--- config.mk ---
export PLATFORM = sky130hd
export DESIGN_NAME = data_lane_hstx_flat
export DESIGN_NICKNAME = d
export VERILOG_FILES = /design/src/rtl/data_lane_hstx_if.sv /design/src/rtl/data_lane_hstx.sv /design/src/flat_wrapper.sv
export SDC_FILE = /design/constraint.sdc
export NUM_CORES = 1
export LEC_CHECK = 0
export BUFFER_PORTS_ARGS = -buffer_cell sky130_fd_sc_hd__buf_2
export CAP_MARGIN = 20
export CELL_PAD_IN_SITES_DETAIL_PLACEMENT = 0
export CELL_PAD_IN_SITES_GLOBAL_PLACEMENT = 1
export CORE_ASPECT_RATIO = 1.2
export CORE_MARGIN = 3
export CORE_UTILIZATION = 38
export CTS_BUF_LIST = sky130_fd_sc_hd__clkbuf_2 sky130_fd_sc_hd__clkbuf_4 sky130_fd_sc_hd__clkbuf_8
export DETAILED_ROUTE_END_ITERATION = 8
export HOLD_SLACK_MARGIN = 0.08
export PLACE_DENSITY_LB_ADDON = 0.1
export RECOVER_POWER = 100
export SETUP_SLACK_MARGIN = 0.4
export SYNTH_ARGS = -nofsm -noshare
export SYNTH_HDL_FRONTEND = slang
export SYNTH_SLANG_ARGS = --single-unit
--- constraint.sdc ---
create_clock -name HS_BYTE_CLK -period 2.4 [get_ports HS_BYTE_CLK]
set_input_delay 0.48 -clock HS_BYTE_CLK [delete_from_list [all_inputs] [get_ports HS_BYTE_CLK]]
set_output_delay 0.48 -clock HS_BYTE_CLK [all_outputs]
set_load 0.1 [all_outputs]
--- src/rtl/data_lane_hstx_if.sv ---
// PPI-side bundle for the data-lane HS transmitter: request/ready handshake,
// payload byte, serializer byte, and LP/HS line controls.
interface data_lane_hstx_if;
    logic       enable;
    logic       TxRequestHS;
    logic       DATA_LANE_START;
    logic [7:0] TxDataHS;
    logic       TxReadyHS;
    logic [7:0] HS_DATA;
    logic       HS_EN;
    logic       LP_DP;
    logic       LP_DN;
    logic       DATA_LANE_STP_S;

    modport master (
        output enable, TxRequestHS, DATA_LANE_START, TxDataHS,
        input  TxReadyHS, HS_DATA, HS_EN, LP_DP, LP_DN, DATA_LANE_STP_S
    );

    modport slave (
        input  enable, TxRequestHS, DATA_LANE_START, TxDataHS,
        output TxReadyHS, HS_DATA, HS_EN, LP_DP, LP_DN, DATA_LANE_STP_S
    );
endinterface

--- src/rtl/data_lane_hstx.sv ---
// Data-lane HS transmit sequencer: LP-11 > LP-01 > LP-00 > HS-zero > sync > payload > trail > LP-11.
// Optional EoT packet before the trail when DATA_LANE_HSTX_EOTP_EN is defined.
module data_lane_hstx #(
    parameter int unsigned T_LPX        = 2,
    parameter int unsigned T_HS_PREPARE = 2,
    parameter int unsigned T_HS_ZERO    = 4,
    parameter int unsigned T_HS_TRAIL   = 3,
    parameter int unsigned T_HS_EXIT    = 2,
    parameter logic [7:0]  SYNC_BYTE    = 8'hB8
) (
    input  logic             HS_BYTE_CLK,
    input  logic             TxRst,
    data_lane_hstx_if.slave  lane
);

`ifdef DATA_LANE_HSTX_EOTP_EN
    typedef enum logic [3:0] {
        S_STOP, S_LPX, S_PREP, S_ZERO, S_SYNC, S_DATA, S_EOTP, S_TRAIL, S_EXIT
    } state_t;
`else
    typedef enum logic [3:0] {
        S_STOP, S_LPX, S_PREP, S_ZERO, S_SYNC, S_DATA, S_TRAIL, S_EXIT
    } state_t;
`endif

    localparam logic [7:0] C_LPX   = 8'(T_LPX - 1);
    localparam logic [7:0] C_PREP  = 8'(T_HS_PREPARE - 1);
    localparam logic [7:0] C_ZERO  = 8'(T_HS_ZERO - 1);
    localparam logic [7:0] C_TRAIL = 8'(T_HS_TRAIL - 1);
    localparam logic [7:0] C_EXIT  = 8'(T_HS_EXIT - 1);

    state_t     r_state, w_next;
    logic [7:0] r_cnt, w_cnt;
    logic [7:0] r_hs_data, w_hs_data;
    logic       r_hs_en, w_hs_en;
    logic       r_lp_dp, w_lp_dp;
    logic       r_lp_dn, w_lp_dn;
    logic       r_stp, w_stp;
    logic       w_ready;
    logic       w_cnt_zero;

    assign w_cnt_zero = (r_cnt == '0);

    always_ff @(posedge HS_BYTE_CLK) begin
        if (TxRst) begin
            r_state <= S_STOP;
            r_cnt   <= '0;
        end else begin
            r_state <= w_next;
            r_cnt   <= w_cnt;
        end
    end

    // Next state and counter; the counter is loaded with (param - 1) on entry.
    always_comb begin
        w_next  = r_state;
        w_cnt   = r_cnt - 8'd1;
        w_ready = 1'b0;
        case (r_state)
            S_STOP: begin
                w_cnt = r_cnt;
                if (lane.TxRequestHS && lane.DATA_LANE_START) begin
                    w_next = S_LPX;
                    w_cnt  = C_LPX;
                end
            end
            S_LPX:  if (w_cnt_zero) begin w_next = S_PREP; w_cnt = C_PREP; end
            S_PREP: if (w_cnt_zero) begin w_next = S_ZERO; w_cnt = C_ZERO; end
            S_ZERO: if (w_cnt_zero) begin w_next = S_SYNC; w_cnt = '0;     end
            S_SYNC, S_DATA: begin
                w_cnt   = '0;
                w_ready = lane.TxRequestHS;
                if (lane.TxRequestHS) begin
                    w_next = S_DATA;
                end else begin
`ifdef DATA_LANE_HSTX_EOTP_EN
                    w_next = S_EOTP;
                    w_cnt  = 8'd3;
`else
                    w_next = S_TRAIL;
                    w_cnt  = C_TRAIL;
`endif
                end
            end
`ifdef DATA_LANE_HSTX_EOTP_EN
            S_EOTP:  if (w_cnt_zero) begin w_next = S_TRAIL; w_cnt = C_TRAIL; end
`endif
            S_TRAIL: if (w_cnt_zero) begin w_next = S_EXIT; w_cnt = C_EXIT; end
            S_EXIT:  if (w_cnt_zero) begin w_next = S_STOP; w_cnt = '0;     end
            default: begin w_next = S_STOP; w_cnt = '0; end
        endcase
        if (!lane.enable) begin
            w_next = S_STOP;
            w_cnt  = '0;
        end
    end

    // Line outputs are registered from the state being entered.
    always_comb begin
        w_hs_data = '0;
        w_hs_en   = 1'b0;
        w_lp_dp   = 1'b0;
        w_lp_dn   = 1'b0;
        w_stp     = 1'b0;
        case (w_next)
            S_STOP: begin w_lp_dp = 1'b1; w_lp_dn = 1'b1; w_stp = 1'b1; end
            S_LPX:  w_lp_dn = 1'b1;
            S_PREP: ;
            S_ZERO: w_hs_en = 1'b1;
            S_SYNC: begin w_hs_en = 1'b1; w_hs_data = SYNC_BYTE; end
            S_DATA: begin w_hs_en = 1'b1; w_hs_data = lane.TxDataHS; end
`ifdef DATA_LANE_HSTX_EOTP_EN
            S_EOTP: begin
                w_hs_en = 1'b1;
                if (r_state != S_EOTP) w_hs_data = 8'h08;
                else if (r_cnt == 8'd1) w_hs_data = 8'h01;
                else w_hs_data = 8'h0F;
            end
`endif
            // Trail repeats the complement of the last bit on the wire, i.e. bit 7 of the prior byte.
            S_TRAIL: begin
                w_hs_en   = 1'b1;
                w_hs_data = (r_state == S_TRAIL) ? r_hs_data : {8{~r_hs_data[7]}};
            end
            S_EXIT: begin w_lp_dp = 1'b1; w_lp_dn = 1'b1; end
            default: begin w_lp_dp = 1'b1; w_lp_dn = 1'b1; w_stp = 1'b1; end
        endcase
    end

    always_ff @(posedge HS_BYTE_CLK) begin
        if (TxRst) begin
            r_hs_data <= '0;
            r_hs_en   <= 1'b0;
            r_lp_dp   <= 1'b1;
            r_lp_dn   <= 1'b1;
            r_stp     <= 1'b1;
        end else begin
            r_hs_data <= w_hs_data;
            r_hs_en   <= w_hs_en;
            r_lp_dp   <= w_lp_dp;
            r_lp_dn   <= w_lp_dn;
            r_stp     <= w_stp;
        end
    end

    assign lane.TxReadyHS       = w_ready;
    assign lane.HS_DATA         = r_hs_data;
    assign lane.HS_EN           = r_hs_en;
    assign lane.LP_DP           = r_lp_dp;
    assign lane.LP_DN           = r_lp_dn;
    assign lane.DATA_LANE_STP_S = r_stp;

endmodule

--- src/flat_wrapper.sv ---
// flat-port wrapper written by rule: the top's interface ports become plain ports
module data_lane_hstx_flat 
#(
    parameter int unsigned T_LPX        = 2,
    parameter int unsigned T_HS_PREPARE = 2,
    parameter int unsigned T_HS_ZERO    = 4,
    parameter int unsigned T_HS_TRAIL   = 3,
    parameter int unsigned T_HS_EXIT    = 2,
    parameter logic [7:0]  SYNC_BYTE    = 8'hB8
)
  (HS_BYTE_CLK, TxRst, lane_enable, lane_TxRequestHS, lane_DATA_LANE_START, lane_TxDataHS, lane_TxReadyHS, lane_HS_DATA, lane_HS_EN, lane_LP_DP, lane_LP_DN, lane_DATA_LANE_STP_S);
  data_lane_hstx_if lane_i ();
  input  logic HS_BYTE_CLK;
  input  logic TxRst;
  input wire logic [$bits(lane_i.enable)-1:0] lane_enable;
  input wire logic [$bits(lane_i.TxRequestHS)-1:0] lane_TxRequestHS;
  input wire logic [$bits(lane_i.DATA_LANE_START)-1:0] lane_DATA_LANE_START;
  input wire logic [$bits(lane_i.TxDataHS)-1:0] lane_TxDataHS;
  output wire logic [$bits(lane_i.TxReadyHS)-1:0] lane_TxReadyHS;
  output wire logic [$bits(lane_i.HS_DATA)-1:0] lane_HS_DATA;
  output wire logic [$bits(lane_i.HS_EN)-1:0] lane_HS_EN;
  output wire logic [$bits(lane_i.LP_DP)-1:0] lane_LP_DP;
  output wire logic [$bits(lane_i.LP_DN)-1:0] lane_LP_DN;
  output wire logic [$bits(lane_i.DATA_LANE_STP_S)-1:0] lane_DATA_LANE_STP_S;
  assign lane_i.enable = lane_enable;
  assign lane_i.TxRequestHS = lane_TxRequestHS;
  assign lane_i.DATA_LANE_START = lane_DATA_LANE_START;
  assign lane_i.TxDataHS = lane_TxDataHS;
  assign lane_TxReadyHS = lane_i.TxReadyHS;
  assign lane_HS_DATA = lane_i.HS_DATA;
  assign lane_HS_EN = lane_i.HS_EN;
  assign lane_LP_DP = lane_i.LP_DP;
  assign lane_LP_DN = lane_i.LP_DN;
  assign lane_DATA_LANE_STP_S = lane_i.DATA_LANE_STP_S;
  data_lane_hstx #(.T_LPX(T_LPX), .T_HS_PREPARE(T_HS_PREPARE), .T_HS_ZERO(T_HS_ZERO), .T_HS_TRAIL(T_HS_TRAIL), .T_HS_EXIT(T_HS_EXIT), .SYNC_BYTE(SYNC_BYTE)) u_core (.HS_BYTE_CLK(HS_BYTE_CLK), .TxRst(TxRst), .lane(lane_i));
endmodule
### Yosys cells after proc, flatten, opt, wreduce, memory -nomap -nowiden

Cells that the tools add are included.

* bits in latches: 0
* bits in read-only memories: 0
* output and inout bits: 13
* memories: 0
* bits in registers: 24
* memory bits (writable): 0

* eq/ne operators: 16
* $lt $le $gt $ge: 0
* reductions and logical operators: 11
* multiplexer cells: 22
* add/subtract/negate cells: 1
* shift-type cells: 0
* $mul: 0
* bitwise gates (word level): 2
* div/mod/pow operators: 0

Operator list (count)
* $mux W8: 5
* $pmux W8 S5: 1
* $eq A4 B3 Y1 const B: 8
* $mux W4: 7
* $pmux W4 S7: 1
* $pmux W8 S3: 1
* $eq A4 B2 Y1 const B: 4
* $eq A4 B1 Y1 const B: 2
* $logic_not A8 Y1: 1
* $reduce_or A2 Y1: 4
* $sub A8 B1 Y8 const B: 1
* $reduce_or A7 Y1: 1
* $reduce_or A6 Y1: 1
* $mux W1: 5
* $reduce_or A5 Y1: 1
* $logic_not A4 Y1: 1
* $mux W2: 2
* $reduce_or A4 Y1: 1
* $ne A2 B1 Y1 const B: 1
* $ne A2 B2 Y1 const B: 1
* $not A1 Y1: 2
* $logic_and A1 B1 Y1: 1

### Logic depth before layout (Yosys ltp)

* word-level depth: 7
* mapped depth: 9
* mapped depth without buffers: 8

### Worst setup path before layout

Ideal clock, no wire load.

* path kind: reg-to-output
* from: register u_core.r_state[2]
* to: output lane_TxReadyHS
* slack: -1733 ps
* buffers on the path: 0
* stages on the path, launching flop included: 3
* arrival: 3653 ps
* path through: dfxtp_1 inv_1 nor4b_1

* cells in the longest elaborated chain, start to end: 3
* elaborated cells between the ends (all ways): 4
* those cells by class: eq/ne (2); mux (1); reduce/logical (1)

RTL lines
* start, declared: RTL line data_lane_hstx.sv:32 `state_t r_state, w_next;`
* start signal, assigned: RTL line data_lane_hstx.sv:49 `r_state <= w_next;`
* $eq A4 B3 Y1: RTL line data_lane_hstx.sv:59 `case (r_state)`
* $reduce_or A2 Y1 *: RTL line data_lane_hstx.sv:59
* $mux W1 *: RTL line data_lane_hstx.sv:59
* end, declared: RTL line flat_wrapper.sv:19 `output wire logic [$bits(lane_i.TxReadyHS)-1:0] lane_TxReadyHS;`

Mark *: on every way between the ends. The rest lies on a longest branch, timed or not.

### Final worst setup path

* from: register u_core.r_cnt[1]
* to: register u_core.r_lp_dp, in the netlist u_core.lane.LP_DP

* cells in the longest elaborated chain, start to end: 7
* elaborated cells between the ends (all ways): 16
* those cells by class: eq/ne (6); mux (8); reduce/logical (2)

RTL lines
* start, declared: RTL line data_lane_hstx.sv:33 `logic [7:0] r_cnt, w_cnt;`
* start signal, assigned: RTL line data_lane_hstx.sv:50 `r_cnt <= w_cnt;`
* $logic_not A8 Y1 *: RTL line data_lane_hstx.sv:42 `assign w_cnt_zero = (r_cnt == '0);`
* $mux W4 (on tied branches)
* $pmux W4 S7 *: RTL line data_lane_hstx.sv:59
* $mux W4 *: RTL line data_lane_hstx.sv:92 `if (!lane.enable) begin`
* $eq A4 B1 Y1, or another cell as far along: RTL line data_lane_hstx.sv:105 `case (w_next)`
* $reduce_or A6 Y1 (no source line) *
* $mux W1 *: RTL line data_lane_hstx.sv:105
* end signal, assigned: RTL line data_lane_hstx.sv:140 `r_lp_dp <= w_lp_dp;`
* end, declared: RTL line data_lane_hstx.sv:36 `logic r_lp_dp, w_lp_dp;`

Marked as above.
A chain may end at the register's enable or synchronous reset.

==> impl_summary.md <==
Pwr
The internal power consumption is 0.6237 mW. In this run, the combinational gates consume 13.2% of the power. The sequential group share of total power is 50.9%. In this run the power density over the cells is 488.9 nW/µm². The switching share of total power is 22.94%.

The analysis attributes to net switching a power of 0.1857 mW. The clock share of power is 35.9%. The peak supply drop is 0.2861 mV.

For this design the static power due to leakage is 0.7019 nW.

Route
The routed wire length is 3009 µm. The starting DRC count in detailed routing is 26. In the routed design, unresolved DRC markers number 0. The total iterations of the first detailed-routing run is 4. The routed length per placed instance is 14.19 µm. The via-per-instance ratio is 5.458. Once detail routing completed, the nets flagged for antenna violations numbered 0.

The detailed-route via count is 1157.

GRT
The number of global-route vias before repair is 1154. Entering global routing, the biggest net connects 15 pins. The initial antenna violation count is 0. The first global-routing pass estimated 5119 µm of wire. For this run the aggregate overflow at the end of global routing stands at 0.

The overall fraction of global-route tracks in use is 16.65%.

Clock tree
TritonCTS built the clock tree. CTS placed an instance of clkbuf_4 at the clock tree root. The CTS clock-pin slew for the worst setup and hold paths is 0.14 ns.

The number of H-tree levels is 1. In this run, post-CTS hold repair placed 0 buffers. The CTS buffer count is 3. For this design, the sink count on the clock tree is 24. The maximum number of buffers from clock root to sink is 2. The worst-skew pair later-pin latency is 0.31 ns.

Final layout
The share of cells above drive strength 1 is 37.08%. The signed area change from the synthesized netlist to the final layout is 35.55%. After routing the design area is 1655 µm². In the final design database the tool counted 193 nets.

The antenna diode instance count is 0.

Synthesis
After synthesis, the share of flip-flops with an asynchronous set or reset is 0%. The synthesized design devotes to its leading area cell type 39.34% of total area. The average size of a mapped cell is 9.251 µm². The synthesized netlist contains 49 unique library cells.

Synthesis produced 132 cells. Yosys attributes the largest share of cell area to dfxtp_1 (39%), nor2_1 (4.3%), a221o_1 (3.3%). The count of flip-flops with a built-in enable after synthesis is 0.

The yosys synthesis warning count is 0. The synthesized netlist net count is 146. Counting instances in the post-synthesis netlist gives the leading cell types as dfxtp_1 (24), nor2_1 (14), nand2_1 (7), o21ai_0 (7), nor3_1 (6). The most frequent cell after synthesis is dfxtp_1.

The number of synthesized register bits is 24. The cell taking the most area after synthesis is dfxtp_1. The most instantiated flip-flop cell in the synthesis netlist is dfxtp_1.

The sequential area share after synthesis is 39.34%. The cell area that synthesis handed to floorplanning was 1221 µm².

Floorplanning
During I/O placement, the number of pins put on the boundary was 26. The initialized floorplan defines 21 standard-cell rows. The core footprint is 2943 µm². The initial core utilization is 41.50%. The vertical die dimension is 68.10 µm. The die covers 3933 µm². The floorplan step set the die width to 57.75 µm.

Run status
The flow ran to the end, but the final reports show violations. The checks that failed: negative setup slack.

Placed design
The placed instances occupy a cell area of 1500 µm². The congestion estimate from routability-driven global placement came to 0.7944. Buffers placed on the I/O ports in this run total 25. After legalization and detailed placement, the total HPWL measured 2310 µm.

Critical path
The sort of element at the end of the critical path is a flip-flop. The worst setup path is launched from a flip-flop. The biggest fanout along the worst timing path is 4. For flop-to-flop paths, the worst setup slack is -0.002 ns. The critical path class is reg -> reg. Data on the critical path is required at its endpoint by 2.65 ns. The data arrival time of the critical path is 2.66 ns.

Timing
The setup violation total in the final timing report is 1. The total negative slack for setup checks is -0.002241 ns. The count of final max-slew check failures was 0.

For the pin with the worst max-slew slack, the measured transition is 1.175 ns. The setup skew after layout is 0.004224 ns. The final hold violation count came to 0. After layout, the worst path uses 100.1% of the clock period. On the final layout, the worst hold slack is 0.3809 ns.

The final critical-path required period is 2.402 ns. The remaining max-slew budget at the tightest pin is 22.02%. Setup slack on the critical path of the routed design comes to -0.002241 ns.

Setup repair after global routing could not meet its margin everywhere. Derived from the worst setup path, the maximum achievable clock frequency is 416.3 MHz.

Flow run
Across the run, the number of max-cap violations was 0.

Hold path
The classification of the worst-slack hold path is in -> reg.
==> critical path: stages (launching register included) <==
cell,delay (ns)
dfxtp_2,0.35
inv_2,0.07
ha_4,0.13
or4b_4,0.46
or4_4,0.47
xnor2_4,0.17
buf_4,0.14
buf_6,0.11
buf_6,0.11
o31a_4,0.28
o21ai_2,0.05
==> sequential cells by signal, indices dropped and copies added, names as in the netlist <==
register	flops
u_core.lane.LP_DP	1
u_core.lane.HS_DATA	8
u_core.lane.DATA_LANE_STP_S	1
u_core.r_state	4
u_core.r_cnt	8
u_core.lane.LP_DN	1
u_core.lane.HS_EN	1
==> cell usage in the layout (no fill, tap or decap), types with 3 or more instances in the layout <==
master / instances
inv_2: 3
a221o_1: 4
xor2_1: 3
buf_4: 18
buf_2: 13
nor2_1: 14
clkbuf_1: 12
dfxtp_1: 20
nand3_1: 3
o21ai_0: 6
clkbuf_4: 3
nor3_1: 6
nor2b_1: 5
nand2_1: 6
a22o_1: 4
a21o_1: 5
dfxtp_2: 4
==> stage by stage <==
stage	power, mW	utilization [%]	cells	setup WS (ns)
after floorplan	0.4853	-	132	0.07867
after global placement	0.5139	50.98	200	0.03298
after detailed placement	0.5162	50.98	200	-0.006992
after CTS	0.8148	55.57	209	0.03597
after global routing	0.8488	56.25	212	-0.08623
final	0.8094	56.25	212	-0.002241
==> power groups by stage <==
stage	Sequential, mW	Clock (mW)	Combinational, mW
floorplan	0.419	0	0.0659
global placement	0.420	0	0.0943
detailed placement	0.420	0	0.0963
CTS	0.412	0.297	0.107
global route	0.413	0.317	0.118
finish	0.412	0.290	0.107
==> layer usage <==
metal  part of all wire (%)  vias to the layer above  global-route usage, %
met5                      0                        -                      0
met4                    1.4                        0                  5.217
met3                    4.0                        4                  1.698
met2                     54                       25                  31.64
met1                     41                      555                  19.43
li1                       -                      573                      -
==> layout make-up <==
class	count	area, µm²
clock inverters	1	30.03
flip-flops and latches	24	485.5
inverters	5	18.77
fillers	299	1287
well taps	34	42.54
multi-input cells	98	778.2
clock buffers	3	22.52
repair buffers	47	277.8
==> worst paths after layout <==
path                                                     startpoint                                  end  depth (start not counted)
worst max-delay path                   u_core.r_cnt[1]$_SDFFE_PP0P_         u_core.lane.LP_DP$_SDFF_PP1_                         10
worst min-delay path                               lane_TxDataHS[6]  u_core.lane.HS_DATA[6]$_SDFFE_PP0P_                          2
worst max register to register         u_core.r_cnt[1]$_SDFFE_PP0P_         u_core.lane.LP_DP$_SDFF_PP1_                         10
worst min register to register  u_core.lane.HS_DATA[5]$_SDFFE_PP0P_  u_core.lane.HS_DATA[5]$_SDFFE_PP0P_                          1
==> cell families (layout without fill, tap and decap cells) <==
group,Yosys count,count (layout),synth area share (%)
and+or+nand+nor,54,54,25.82
xor gates and xnor gates,6,6,5.841
DFF,24,24,39.34
AOI/OAI and AO/OA,36,36,22.95
adders and majority gates,1,1,1.024
other,1,1,0.3071
buffers and inverters,10,56,4.713
==> what timing repair did <==
item	CTS	global route
setup buffers	5	3
gates resized for setup	12	8
hold endpoints to repair	0	0
pin swaps	3	3
endpoints found under the setup margin	15	16
gates cloned	0	0
Note: power is estimated with default switching activity, not from simulation.
